$ cat config.mk
export PLATFORM = sky130hd
export DESIGN_NAME = mem_arbiter
export DESIGN_NICKNAME = d
export VERILOG_FILES = /design/src/rtl/mem_arbiter.sv
export SDC_FILE = /design/constraint.sdc
export NUM_CORES = 1
export LEC_CHECK = 0
export ABC_AREA = 1
export CAP_MARGIN = 5
export CORE_MARGIN = 4
export CORE_UTILIZATION = 40
export CTS_CLUSTER_DIAMETER = 120
export DETAILED_ROUTE_END_ITERATION = 12
export PLACE_DENSITY = 0.81
export SLEW_MARGIN = 15
export SYNTH_ARGS = -nofsm -noshare
export SYNTH_HDL_FRONTEND = slang
export SYNTH_SLANG_ARGS = --single-unit
export TNS_END_PERCENT = 1
$ cat constraint.sdc
create_clock -name clk -period 1.8 [get_ports clk]
set_input_delay 0.54 -clock clk [delete_from_list [all_inputs] [get_ports clk]]
set_output_delay 0.54 -clock clk [all_outputs]
set_load 0.01 [all_outputs]
$ cat src/rtl/mem_arbiter.sv
// Two-master (IFU/LSU) arbiter onto a single-port memory with a fixed access latency.
// Define MEM_ARB_RR_EN for round-robin arbitration; the default build uses fixed LSU-over-IFU priority.
module mem_arbiter #(
  parameter int unsigned ADDR_W  = 32,
  parameter int unsigned DATA_W  = 32,
  parameter int unsigned LATENCY = 1
) (
  input  logic                clk,
  input  logic                rst,
  input  logic                ifu_req_valid,
  output logic                ifu_req_ready,
  input  logic [ADDR_W-1:0]   ifu_req_addr,
  output logic                ifu_resp_valid,
  output logic [DATA_W-1:0]   ifu_resp_data,
  input  logic                lsu_req_valid,
  output logic                lsu_req_ready,
  input  logic [ADDR_W-1:0]   lsu_req_addr,
  input  logic                lsu_req_wen,
  input  logic [DATA_W-1:0]   lsu_req_wdata,
  input  logic [DATA_W/8-1:0] lsu_req_wmask,
  output logic                lsu_resp_valid,
  output logic [DATA_W-1:0]   lsu_resp_data,
  output logic                mem_en,
  output logic                mem_wen,
  output logic [ADDR_W-1:0]   mem_addr,
  output logic [DATA_W-1:0]   mem_wdata,
  output logic [DATA_W/8-1:0] mem_wmask,
  input  logic [DATA_W-1:0]   mem_rdata,
  output logic                busy
);

  localparam int unsigned MASK_W = DATA_W / 8;
  localparam int unsigned CNT_W  = 4;

  typedef enum logic [1:0] {IDLE, ISSUE, WAIT, RESP} state_t;

  state_t              state_q;
  logic [CNT_W-1:0]    cnt_q;
  logic                lsu_sel_q;
  logic                wen_q;
  logic                mem_en_q;
  logic                mem_wen_q;
  logic [ADDR_W-1:0]   mem_addr_q;
  logic [DATA_W-1:0]   mem_wdata_q;
  logic [MASK_W-1:0]   mem_wmask_q;
  logic                ifu_resp_valid_q;
  logic                lsu_resp_valid_q;
  logic [DATA_W-1:0]   ifu_resp_data_q;
  logic [DATA_W-1:0]   lsu_resp_data_q;
  logic                busy_q;

  logic contend;
  logic grant_lsu;
  logic grant_ifu;
  logic can_accept;

  assign contend = ifu_req_valid && lsu_req_valid;

`ifdef MEM_ARB_RR_EN
  // Last-grant pointer: 1 = LSU was granted last; resets to IFU so LSU wins first contention
  logic last_lsu_q;

  assign grant_lsu = lsu_req_valid && (!contend || !last_lsu_q);

  always_ff @(posedge clk) begin
    if (!rst) begin
      last_lsu_q <= 1'b0;
    end else if (lsu_req_ready) begin
      last_lsu_q <= 1'b1;
    end else if (ifu_req_ready) begin
      last_lsu_q <= 1'b0;
    end
  end
`else
  assign grant_lsu = lsu_req_valid;
`endif

  assign grant_ifu     = ifu_req_valid && !grant_lsu;
  assign can_accept    = rst && (state_q == IDLE);
  assign lsu_req_ready = can_accept && grant_lsu;
  assign ifu_req_ready = can_accept && grant_ifu;

  // Transaction FSM; mem_* are single-cycle pulses set on accept and cleared by default
  always_ff @(posedge clk) begin
    if (!rst) begin
      state_q          <= IDLE;
      cnt_q            <= '0;
      lsu_sel_q        <= 1'b0;
      wen_q            <= 1'b0;
      mem_en_q         <= 1'b0;
      mem_wen_q        <= 1'b0;
      mem_addr_q       <= '0;
      mem_wdata_q      <= '0;
      mem_wmask_q      <= '0;
      ifu_resp_valid_q <= 1'b0;
      lsu_resp_valid_q <= 1'b0;
      ifu_resp_data_q  <= '0;
      lsu_resp_data_q  <= '0;
      busy_q           <= 1'b0;
    end else begin
      mem_en_q         <= 1'b0;
      mem_wen_q        <= 1'b0;
      mem_addr_q       <= '0;
      mem_wdata_q      <= '0;
      mem_wmask_q      <= '0;
      ifu_resp_valid_q <= 1'b0;
      lsu_resp_valid_q <= 1'b0;
      case (state_q)
        IDLE: begin
          if (lsu_req_ready) begin
            mem_en_q    <= 1'b1;
            mem_wen_q   <= lsu_req_wen;
            mem_addr_q  <= lsu_req_addr;
            mem_wdata_q <= lsu_req_wdata;
            mem_wmask_q <= lsu_req_wmask;
            lsu_sel_q   <= 1'b1;
            wen_q       <= lsu_req_wen;
            state_q     <= ISSUE;
            busy_q      <= 1'b1;
          end else if (ifu_req_ready) begin
            mem_en_q    <= 1'b1;
            mem_addr_q  <= ifu_req_addr;
            lsu_sel_q   <= 1'b0;
            wen_q       <= 1'b0;
            state_q     <= ISSUE;
            busy_q      <= 1'b1;
          end
        end
        ISSUE: begin
          cnt_q   <= CNT_W'(LATENCY - 1);
          state_q <= WAIT;
        end
        WAIT: begin
          if (cnt_q == '0) begin
            state_q <= RESP;
            if (lsu_sel_q) begin
              lsu_resp_valid_q <= 1'b1;
              lsu_resp_data_q  <= wen_q ? '0 : mem_rdata;
            end else begin
              ifu_resp_valid_q <= 1'b1;
              ifu_resp_data_q  <= mem_rdata;
            end
          end else begin
            cnt_q <= cnt_q - CNT_W'(1);
          end
        end
        RESP: begin
          state_q <= IDLE;
          busy_q  <= 1'b0;
        end
        default: begin
          state_q <= IDLE;
          busy_q  <= 1'b0;
        end
      endcase
    end
  end

  assign mem_en         = mem_en_q;
  assign mem_wen        = mem_wen_q;
  assign mem_addr       = mem_addr_q;
  assign mem_wdata      = mem_wdata_q;
  assign mem_wmask      = mem_wmask_q;
  assign ifu_resp_valid = ifu_resp_valid_q;
  assign lsu_resp_valid = lsu_resp_valid_q;
  assign ifu_resp_data  = ifu_resp_data_q;
  assign lsu_resp_data  = lsu_resp_data_q;
  assign busy           = busy_q;

endmodule

[After elaboration in Yosys (flattened, before gate mapping)]
Cells that the tools add are included.
Storage, ports and cells
  register bits: 145
  bits of input ports: 137
  output and inout bits: 139
  word-level logic and storage cells: 60
Cells by class
  $add $sub $neg: 1
  bitwise gates (word level): 1
  mux-type cells: 19
  equality and inequality tests: 6
  reduce and logical (&&, ||, !) cells: 19
Operators by type and width (count)
  $mux W32: 3
  $reduce_and A3 Y1: 4
  $reduce_and A2 Y1: 5
  $mux W1: 9
  $pmux W2 S4: 1
  $pmux W4 S2: 1
  $mux W2: 3
  $reduce_bool A2 Y1: 3
  $eq A2 B2 Y1 const B: 2
  $logic_and A1 B1 Y1: 4
  $logic_not A4 Y1: 1
  $mux W4: 1
  $ne A2 B2 Y1 const B: 2
  $sub A4 B1 Y4 const B: 1
  $ne A3 B3 Y1 const B: 1
  $eq A2 B1 Y1 const B: 1
  $logic_not A2 Y1: 1
  $pmux W1 S2: 1
  $logic_not A1 Y1: 1
  $not A1 Y1: 1

[Logic depth before layout (Yosys ltp)]
Gate-level depths: netlist of run 1.
  depth after elaboration: 6
  depth in mapped cells: 9
  mapped depth without buffers: 9

[Worst setup path before layout of run 1]
No wires, ideal clock.
  kind: register -> output
  start: reg state_q[0]
  end: out ifu_req_ready
  buffers on the path: 1
  required time: 1.260 ns
  cell stages (with the launch flop): 8
  setup slack: 0.111 ns
  data arrival time: 1.149 ns
  cell sequence: dfxtp_1 -> inv_1 -> ha_1 -> nand2_1 -> inv_1 -> nand3_1 -> inv_1 -> buf_2
Between the ends
  word-level cells in the longest chain between the ends: 3
Ends and longest elaborated chain
  start, declared: RTL line 37  | state_t state_q;
  start signal, assigned: RTL line 86  | state_q <= IDLE;
  start signal, assigned: RTL line 118  | state_q <= ISSUE;
  start signal, assigned: RTL line 125  | state_q <= ISSUE;
  $logic_not A2 Y1: RTL line 79  | assign can_accept = rst && (state_q == IDLE);
  $logic_and A1 B1 Y1: RTL line 79
  $logic_and A1 B1 Y1: RTL line 81  | assign ifu_req_ready = can_accept && grant_ifu;
  end, declared: RTL line 11  | output logic ifu_req_ready,
No other way between the ends.

[Worst setup path in the final report of run 1]
  start: reg state_q[0]
  end: out lsu_req_ready
Between the ends
  word-level cells in the longest chain between the ends: 3
Ends and longest elaborated chain
  $logic_not A2 Y1: RTL line 79
  $logic_and A1 B1 Y1: RTL line 79
  $logic_and A1 B1 Y1: RTL line 80  | assign lsu_req_ready = can_accept && grant_lsu;
  end, declared: RTL line 16  | output logic lsu_req_ready,
No other way between the ends.

==> results of run 1 <==
-- flip-flops by register name (all words and copies together), names as in the netlist --
signal,flops
mem_wen,1
mem_wdata,32
lsu_sel_q,1
mem_en,1
mem_wmask,4
ifu_resp_data,32
wen_q,1
busy,1
lsu_resp_data,32
mem_addr,32
lsu_resp_valid,1
cnt_q,4
ifu_resp_valid,1
state_q,2
-- cell families (layout without fill, tap and decap cells) --
kind of cell,count (synthesis),in the layout
flops,145,145
compound gates,74,74
buf+inv,181,475
xor+xnor,1,1
fa+ha+maj,7,7
simple gates,297,297
-- per-layer routing --
metal	GRT usage	vias to the layer above	wire length, um
li1	-	2642	-
met1	0.2117	2236	5844
met2	0.3851	200	8413
met3	0.07811	26	1462
met4	0.08624	0	425
met5	0	-	0
-- stage by stage --
stage | hold WS, ns | setup WS (ns) | power, mW
final | 0.4281 | -0.06254 | 11.10
after global placement | 0.4135 | -0.6378 | 7.719
after global routing | 0.4509 | -0.1189 | 11.84
after detailed placement | 0.4246 | -0.6313 | 7.810
after CTS | 0.4330 | -0.1650 | 11.15
after floorplan | 0.4028 | 0.1110 | 5.938
-- repair_timing --
action	CTS	global route
buffers inserted	1	1
gates resized for setup	153	10
endpoints found under the setup margin	139	40
pin swaps	3	2
-- critical path, stage by stage, from the launching register on --
cell and delay, ns:
dfxtp_2 0.33, inv_2 0.07, ha_4 0.15, nand2_4 0.05, buf_6 0.12, nor2_4 0.09, buf_6 0.11
-- cell type report --
| class | count | area (um^2) | share of cell area |
|---|---|---|---|
| multi-input cells | 379 | 1789 | 0.2016 |
| clock inverters | 12 | 181.4 | 0.02044 |
| well taps | 176 | 220.2 | 0.02481 |
| flip-flops and latches | 145 | 2905 | 0.3273 |
| inverters | 147 | 551.8 | 0.06217 |
| clock buffers | 19 | 432.9 | 0.04877 |
| repair buffers | 297 | 2795 | 0.3149 |
-- power breakdown --
group / internal, mW / switching [mW] / total (mW)
logic: 1.60 / 1.82 / 3.42
clock network: 2.32 / 1.34 / 3.66
registers: 3.80 / 0.224 / 4.02
total: 7.72 / 3.38 / 11.1
-- final timing paths --
path / start / to / slack, ns
setup / recovery: state_q[0] / lsu_req_ready / -0.06
hold / removal: cnt_q[0] / cnt_q[0] / 0.43
setup reg to reg: state_q[0] / mem_wmask[3] / 0.18
hold reg to reg: cnt_q[0] / cnt_q[0] / 0.43
-- cells in the final DEF (no fill, tap or decap) --
cell and count:
nand2_2 1, nand2_4 1, clkinvlp_4 1, dlymetal6s2s_1 1, dfxtp_1 143, inv_2 6, nor2_1 170, nand4_2 1
nand4_4 1, buf_4 17, clkbuf_16 17, clkinv_2 2, dlygate4sd2_1 138, buf_6 4, inv_1 141, o21ai_0 24
inv_6 3, clkbuf_1 2, a21boi_0 1, nand3_1 7, a21oi_1 7, clkdlybuf4s50_1 134, dfxtp_2 2, clkinv_4 2
nand2_1 111, buf_12 3, nand3_2 1, ha_4 1, nor2_4 2, nand3b_1 1, ha_1 6, bufinv_16 4
or2_2 1, xnor2_1 1, a22o_1 32, o21ai_1 10
==> run summary, run 1 <==
placed cells: 1142
syn avg cell area: 7.644 um^2
CTS tree: yes
CTS root buffer: clkbuf_16
initial antenna violation count: 1
Vert. Die Dim: 124.1 um
gr ovfl total: 0
r2r worst-path depth: 10
status: complete, but fails checks
most frequent cell after synthesis: nor2_1
vias in the first global route: 4920
first-pass GRT wire length: 24260 um
DR pass1 iterations: 4
post-synth top area share: 0.5387
Port Buf Inserts: 275
Vias: 5104
Reg clk slew, reported paths: 0.06 ns
Fillers: 1159
Syn Std Cell Area: 5389 um^2
Post-DP Area: 8379 um^2
die width: 124.1 um
Yosys reg bits: 145
Global Route Usage Sum: 0.2093
Layout Nets: 1131
endpoints failing setup: 2
Num CTS Buffers: 17
deepest clock path buffer count: 2
Final min period: 1.863 ns
largest family of logic cells by synthesized area: simple AND/OR/NAND/NOR gates
DRC violations left: 0
worst path arrival time: 1.32 ns
DIE AREA: 15390 um^2
worst endpoint required time: 1.26 ns
final period utilization: 1.035
Cell Pwr Density: 1251 nW/um^2
Worst Setup End Kind: output pin
Hold Crit Class: register to register
area leader, netlist: dfxtp_1
hold path cells: 1
Synth area leaders: dfxtp_1, nor2_1, inv_1
H-tree depth: 4
Initial Utilization: 0.4069
RSZ-0062 raised after global routing: yes
final instance area: 8876 um^2
CP Class: register to output pin
Core Box Area: 13240 um^2
Final ANT Viol Nets: 0
Syn Nets: 849
Slew Limit Fails: 0
FFs w/ async S/R, synth: 0
YS warnings: 0
Synth Area in Simple Gates: 0.2180
MaxCap Viol Count: 0
layout cells sized above 1: 0.07007
Synth Area in XOR/XNOR: 0.001625
compound-cell area share of the yosys netlist: 0.09148
Final Skew: 0.005864 ns
Final TNS setup: -0.1029 ns
fmax: 536.9 MHz
Worst Setup Slack, final: -0.06254 ns
vias per cell: 4.344
# IOs: 276
worst-margin pin slew: 0.5838 ns
Clock Sinks: 145
final std cells w/o fill: 1175
Final Util: 0.6703
post-synthesis mux area share: 0
FP Rows: 42
Max IR drop VDD: 0.0007450 V
Post-Synth Adder-Cell Area: 0.01625
synth unique cells: 24
Synth-to-Final Area Change: 64.71%
endpoints failing hold: 0
hold_buf cts: 0
Synth Instances: 705
post-synthesis sequential area ratio: 0.5387
Most used DFF post-synth: dfxtp_1
HPWL after detailed placement: 12260 um
pin count of the biggest net entering global routing: 43
relative slew slack: 0.6067
total wire length: 16150 um
worst-path fanout max: 2
Skew-Pair Late Insertion Delay: 0.41 ns
P_leak: 4.881 nW
initial DRC count: 320
ANT cells: 0
startpoint types: register
failing checks: negative setup slack
Wirelength per Cell: 13.74 um
gpl congestion: 0.7897
EDFF count, synth: 0
list of most frequent post-synthesis cells: nor2_1, inv_1, dfxtp_1
Power figures use the tool's default switching activity.
==> inputs of run 2 (changes only) <==
PLACE_DENSITY = 0.92   (was 0.81)
==> run 2 against run 1 <==
Net effect:
- the flow still finishes with violations (negative setup slack)
- clock power is essentially flat
- utilization grew 0.95 points
- flip-flop and latch count is the same
- non-clock buffer count grew 11
- critical endpoint unchanged
- largest power group unchanged
==> run summary, run 2 (synthesis gave the netlist of run 1 again) <==
status: complete, but fails checks (unchanged)
failing checks: negative setup slack (unchanged)
Final Skew: 0.007275 ns (was 0.005864 ns)
worst path arrival time: 1.35 ns (was 1.32 ns)
P_sw: 3.508 mW (was 3.379 mW)
initial DRC count: 320 (unchanged)
CP Class: register to output pin (unchanged)
pin count of the biggest net entering global routing: 65 (was 43)
DRC violations left: 0 (unchanged)
vias in the first global route: 5182 (was 4920)
Clock power frac: 0.324 (was 0.330)
most frequent cells in the layout: nor2_1, dfxtp_1, inv_1 (unchanged)
Global Route Usage Sum: 0.2179 (was 0.2093)
gpl congestion: 0.8335 (was 0.7897)
Cell Int Power: 7.875 mW (was 7.723 mW)
Sw Ratio: 0.3082 (was 0.3044)
CTS tree: yes (unchanged)
worst endpoint required time: 1.26 ns (about the same)
Reg clk slew, reported paths: 0.06 ns (about the same)
Vert. Die Dim: 124.1 um (unchanged)
final instance area: 9002 um^2 (was 8876 um^2)
Core Box Area: 13240 um^2 (unchanged)
Skew-Pair Late Insertion Delay: 0.41 ns (about the same)
Num CTS Buffers: 17 (unchanged)
DIE AREA: 15390 um^2 (unchanged)
startpoint types: register (unchanged)
endpoints failing hold: 0 (unchanged)
Initial Utilization: 0.4069 (unchanged)
fmax: 528.9 MHz (was 536.9 MHz)
initial antenna violation count: 1 (unchanged)
first-pass GRT wire length: 25160 um (was 24260 um)
crit path to: lsu_req_ready (unchanged)
worst-path fanout max: 2 (unchanged)
R2R setup slack: -0.03 ns (was 0.18 ns)
Max IR drop VDD: 0.0008980 V (was 0.0007450 V)
layout cells sized above 1: 0.08119 (was 0.07007)
MaxCap Viol Count: 0 (unchanged)
deepest clock path buffer count: 2 (unchanged)
total wire length: 17770 um (was 16150 um)
H-tree depth: 4 (unchanged)
hold_buf cts: 0 (unchanged)
sequential fraction of design power: 0.354 (was 0.362)
Worst Setup Slack, final: -0.09073 ns (was -0.06254 ns)
FP Rows: 42 (unchanged)
DR pass1 iterations: 4 (unchanged)
r2r worst-path depth: 10 (unchanged)
relative slew slack: 0.5369 (was 0.6067)
final period utilization: 1.050 (was 1.035)
Vias: 5307 (was 5104)
Final min period: 1.891 ns (was 1.863 ns)
Slew Limit Fails: 0 (unchanged)
Synth-to-Final Area Change: 67.05% (was 64.71%)
Worst Setup SP: state_q[0] (unchanged)
endpoints failing setup: 3 (was 2)
Gate power share: 0.322 (was 0.308)
Clock Sinks: 145 (unchanged)
Worst Setup End Kind: output pin (unchanged)
most common cell after layout, fill and taps aside: nor2_1 (unchanged)
Wirelength per Cell: 14.97 um (was 13.74 um)
gr ovfl total: 0 (unchanged)
Final Util: 0.6798 (was 0.6703)
vias per cell: 4.471 (was 4.344)
Worst R2R End: state_q[1] (was mem_wmask[3])
Post-DP Area: 8379 um^2 (unchanged)
die width: 124.1 um (unchanged)
P_leak: 4.956 nW (was 4.881 nW)
worst-margin pin slew: 0.6874 ns (was 0.5838 ns)
Layout Nets: 1142 (was 1131)
Hold Crit Class: register to register (unchanged)
Final ANT Viol Nets: 0 (unchanged)
HPWL after detailed placement: 12860 um (was 12260 um)
Cell Pwr Density: 1264 nW/um^2 (was 1251 nW/um^2)
# IOs: 276 (unchanged)
Port Buf Inserts: 275 (unchanged)
reg-to-reg critical path startpoint: state_q[1] (was state_q[0])
CTS root buffer: clkbuf_16 (unchanged)
RSZ-0062 raised after global routing: yes (unchanged)
==> run 2: cell type report <==
type | instances | area (um^2)
antenna | 1 | 2.502
clock buffer | 20 | 446.7
sequential | 145 | 2905
inverter | 147 | 554.3
tap | 176 | 220.2
fill | 1022 | 4240
multi-input combinational | 379 | 1799
timing repair buffer | 308 | 2897
clock inverter | 11 | 177.7
==> run 2: worst max-delay path, cell delays in order (launching register included) <==
cell and delay (ns):
dfxtp_2 0.32, inv_2 0.08, ha_4 0.15, nand2_4 0.07, buf_6 0.13, nor2_4 0.09
buf_6 0.11
==> run 2: stage by stage <==
step                      std cells  setup slack [ns]  hold slack [ns]  power (mW)  setup TNS (ns)
after floorplan                 705            0.1110           0.4028       5.938               0
after global placement         1142           -0.6440           0.4102       7.707          -29.53
after detailed placement       1142           -0.7459           0.4315       7.846          -35.53
after CTS                      1180           -0.1103           0.4391       11.33         -0.2124
after global routing           1187           -0.1552           0.4718       12.06         -0.5351
final                          1187          -0.09073           0.4394       11.38         -0.1969
==> run 2: worst min-delay path by stage <==
stage               startpoint       end  slack [ns]  cells after the start
global placement      cnt_q[0]  cnt_q[0]        0.41                      1
detailed placement    cnt_q[0]  cnt_q[0]        0.43                      1
floorplan             cnt_q[0]  cnt_q[0]        0.40                      1
CTS                   cnt_q[0]  cnt_q[0]        0.44                      1
global route          cnt_q[0]  cnt_q[0]        0.47                      1
finish                cnt_q[0]  cnt_q[0]        0.44                      1
==> run 2: power by group through the flow <==
stage	combinational, mW	clock, mW	sequential, mW
3_5_place_dp	3.74	0	4.11
2_1_floorplan	1.57	0	4.37
6_report	3.66	3.69	4.03
3_3_place_gp	3.63	0	4.08
4_1_cts	3.54	3.76	4.03
5_1_grt	4.06	3.91	4.09
==> run 2: metal layers <==
layer	wire, um	GRT usage	vias to the layer above
met5	11	0	-
met4	1016	0.1389	2
met3	1422	0.07266	55
met2	9008	0.3926	218
met1	6307	0.2125	2364
li1	-	-	2668
==> run 2: timing repair <==
action,CTS,global route
gates resized for setup,160,10
setup buffers,7,6
endpoints found under the setup margin,142,72
pin swaps,3,3
==> inputs of run 3 (changes only) <==
CORE_UTILIZATION = 36   (was 40)
PLACE_DENSITY = 0.88   (was 0.92)
clock period = 1.7 ns   (was 1.8 ns; I/O delays follow)
==> run 3 against run 2 <==
Net effect:
- the flow still finishes with violations (negative setup slack)
- die area rose by 10%
- utilization fell by 7.2 points
- critical path depth rose by 1
- highest routed layer is now met4
==> run summary, run 3 (synthesis gave the netlist of run 1 again) <==
worst-margin pin slew: 0.4440 ns (was 0.6874 ns)
Top delay family on crit path: flip-flops (unchanged)
Cell Chain, Critical Path: inv_2, ha_4, nand2_4, inv_2, nand3_2, inv_2, buf_6 (was inv_2, ha_4, nand2_4, buf_6, nor2_4, buf_6)
fmax: 549.8 MHz
Setup WS pre-CTS: -0.7234 ns (was -0.7459 ns)
Most common cell on crit path: inv_2 (was buf_6)
deepest clock path buffer count: 2 (unchanged)
final std cells w/o fill: 1184 (was 1187)
gr ovfl total: 0 (unchanged)
Final Skew: 0.006812 ns (was 0.007275 ns)
most frequent cells in the layout: nor2_1, dfxtp_1, inv_1 (unchanged)
FP Rows: 44 (was 42)
Hold Crit Class: register to register (unchanged)
Skew-Pair Late Insertion Delay: 0.41 ns (about the same)
pin count of the biggest net entering global routing: 65 (unchanged)
hold_buf cts: 0 (unchanged)
Slowest cell on crit path: dfxtp_2 (unchanged)
worst-path fanout max: 2 (unchanged)
Global Route Usage Sum: 0.1829 (was 0.2179)
post-layout power: 11.59 mW (was 11.38 mW)
worst endpoint required time: 1.19 ns (was 1.26 ns)
status: complete, but fails checks (unchanged)
P_leak: 4.871 nW (was 4.956 nW)
Buf/Inv on CP: 4 (was 3)
Max IR drop VDD: 0.0008045 V (was 0.0008980 V)
startpoint types: register (unchanged)
Slew Limit Fails: 0 (unchanged)
Clock Sinks: 145 (unchanged)
Layout Nets: 1131 (was 1142)
Final TNS setup: -0.1461 ns (was -0.1969 ns)
CP max stage delay: 0.32 ns (about the same)
DRC violations left: 0 (unchanged)
relative slew slack: 0.7009 (was 0.5369)
Initial Utilization: 0.3694 (was 0.4069)
ANT cells: 0 (was 1)
RSZ-0062 raised after global routing: yes (unchanged)
worst path arrival time: 1.31 ns (was 1.35 ns)
Port Buf Inserts: 275 (unchanged)
CTS root buffer: clkbuf_16 (unchanged)
Final ANT Viol Nets: 0 (unchanged)
worst hold slack: 0.4315 ns (was 0.4394 ns)
# IOs: 276 (unchanged)
CP Class: register to output pin (unchanged)
Vert. Die Dim: 130.4 um (was 124.1 um)
vias in the first global route: 4714 (was 5182)
HPWL after detailed placement: 12620 um (was 12860 um)
Reg clk slew, reported paths: 0.06 ns (about the same)
final period utilization: 1.070
placed cells: 1151 (was 1142)
Synth-to-Final Area Change: 64.64% (was 67.05%)
layout cells sized above 1: 0.07400 (was 0.08119)
Core Box Area: 14590 um^2 (was 13240 um^2)
vias per cell: 4.291 (was 4.471)
failing checks: negative setup slack (unchanged)
DR pass1 iterations: 4 (unchanged)
Worst Setup End Kind: output pin (unchanged)
endpoints failing hold: 0 (unchanged)
die width: 130.4 um (was 124.1 um)
CTS tree: yes (unchanged)
initial DRC count: 255 (was 320)
most common cell after layout, fill and taps aside: nor2_1 (unchanged)
Vias: 5081 (was 5307)
DIE AREA: 16990 um^2 (was 15390 um^2)
total wire length: 16310 um (was 17770 um)
Num CTS Buffers: 17 (unchanged)
Worst Setup Slack, final: -0.1189 ns (was -0.09073 ns)
gpl congestion: 0.7987 (was 0.8335)
Final min period: 1.819 ns
H-tree depth: 4 (unchanged)
first-pass GRT wire length: 23590 um (was 25160 um)
MaxCap Viol Count: 0 (unchanged)
endpoints failing setup: 2 (was 3)
Cell Pwr Density: 1307 nW/um^2 (was 1264 nW/um^2)
Wirelength per Cell: 13.77 um (was 14.97 um)
Fillers: 1273 (was 1022)
initial antenna violation count: 1 (unchanged)
## run 3: changes by cell type in the layout (fill, tap and decap cells not counted), moves of 2 or more
| cell | change |
|---|---|
| clkinv_2 | +2 |
| dlymetal6s2s_1 | -3 |
| inv_6 | +2 |
| dlygate4sd2_1 | +2 |
| clkinvlp_4 | -2 |
| inv_8 | +4 |
| buf_6 | -2 |
| buf_4 | -10 |
| clkbuf_1 | -2 |
| bufinv_16 | -3 |
## run 3: per-layer routing
metal  global-route usage  share of wire  wire, um
met1               0.1885           0.37      6047
met4              0.05989          0.015       238
met3              0.05608          0.084      1363
met5                    0              0         0
met2               0.3497           0.53      8657
## run 3: layout make-up
cell class                 count  area [um^2]  share of cell area
clock buffer                  18        439.2             0.04950
clock inverter                14        145.1             0.01636
inverter                     147        551.8             0.06219
multi-input combinational    379         1792              0.2019
sequential                   145         2905              0.3275
tap                          184        230.2             0.02595
timing repair buffer         297         2809              0.3166
## run 3: worst reg2reg max path, cell delays in order, from the launching register on
cell and delay (ns):
dfxtp_2 0.32, inv_2 0.07, ha_4 0.15, nand2_4 0.06, nor2_4 0.10, buf_4 0.35, inv_2 0.13, buf_4 0.19
nor2_1 0.11
## run 3: final timing paths
kind	startpoint	endpoint	slack [ns]	cells past startpoint
worst min-delay path	cnt_q[0]	cnt_q[0]	0.43	1
worst min register to register	cnt_q[0]	cnt_q[0]	0.43	1
worst max register to register	state_q[0]	mem_wmask[1]	0.15	8
worst max-delay path	state_q[0]	ifu_req_ready	-0.12	7
## run 3: what timing repair did
| action | 4_1_cts | 5_1_grt |
|---|---|---|
| pin swaps | 2 | 1 |
| setup endpoints to repair | 140 | 2 |
| buffers inserted | 0 | 1 |
| resized for setup | 156 | 6 |
## run 3: stage by stage
stage | utilization | area (um^2)
after detailed placement | 0.5773 | 8422
after floorplan | - | 5389
after global placement | 0.5773 | 8422
after global routing | 0.6081 | 8872
final | 0.6081 | 8872
after CTS | 0.6063 | 8846
## run 3: power breakdown
| part | switching (mW) | total, mW | internal (mW) | leakage [nW] |
|---|---|---|---|---|
| clock | 1.57 | 3.69 | 2.11 | 0.290 |
| combinational | 1.94 | 3.65 | 1.70 | 3.40 |
| sequential | 0.239 | 4.26 | 4.02 | 1.18 |
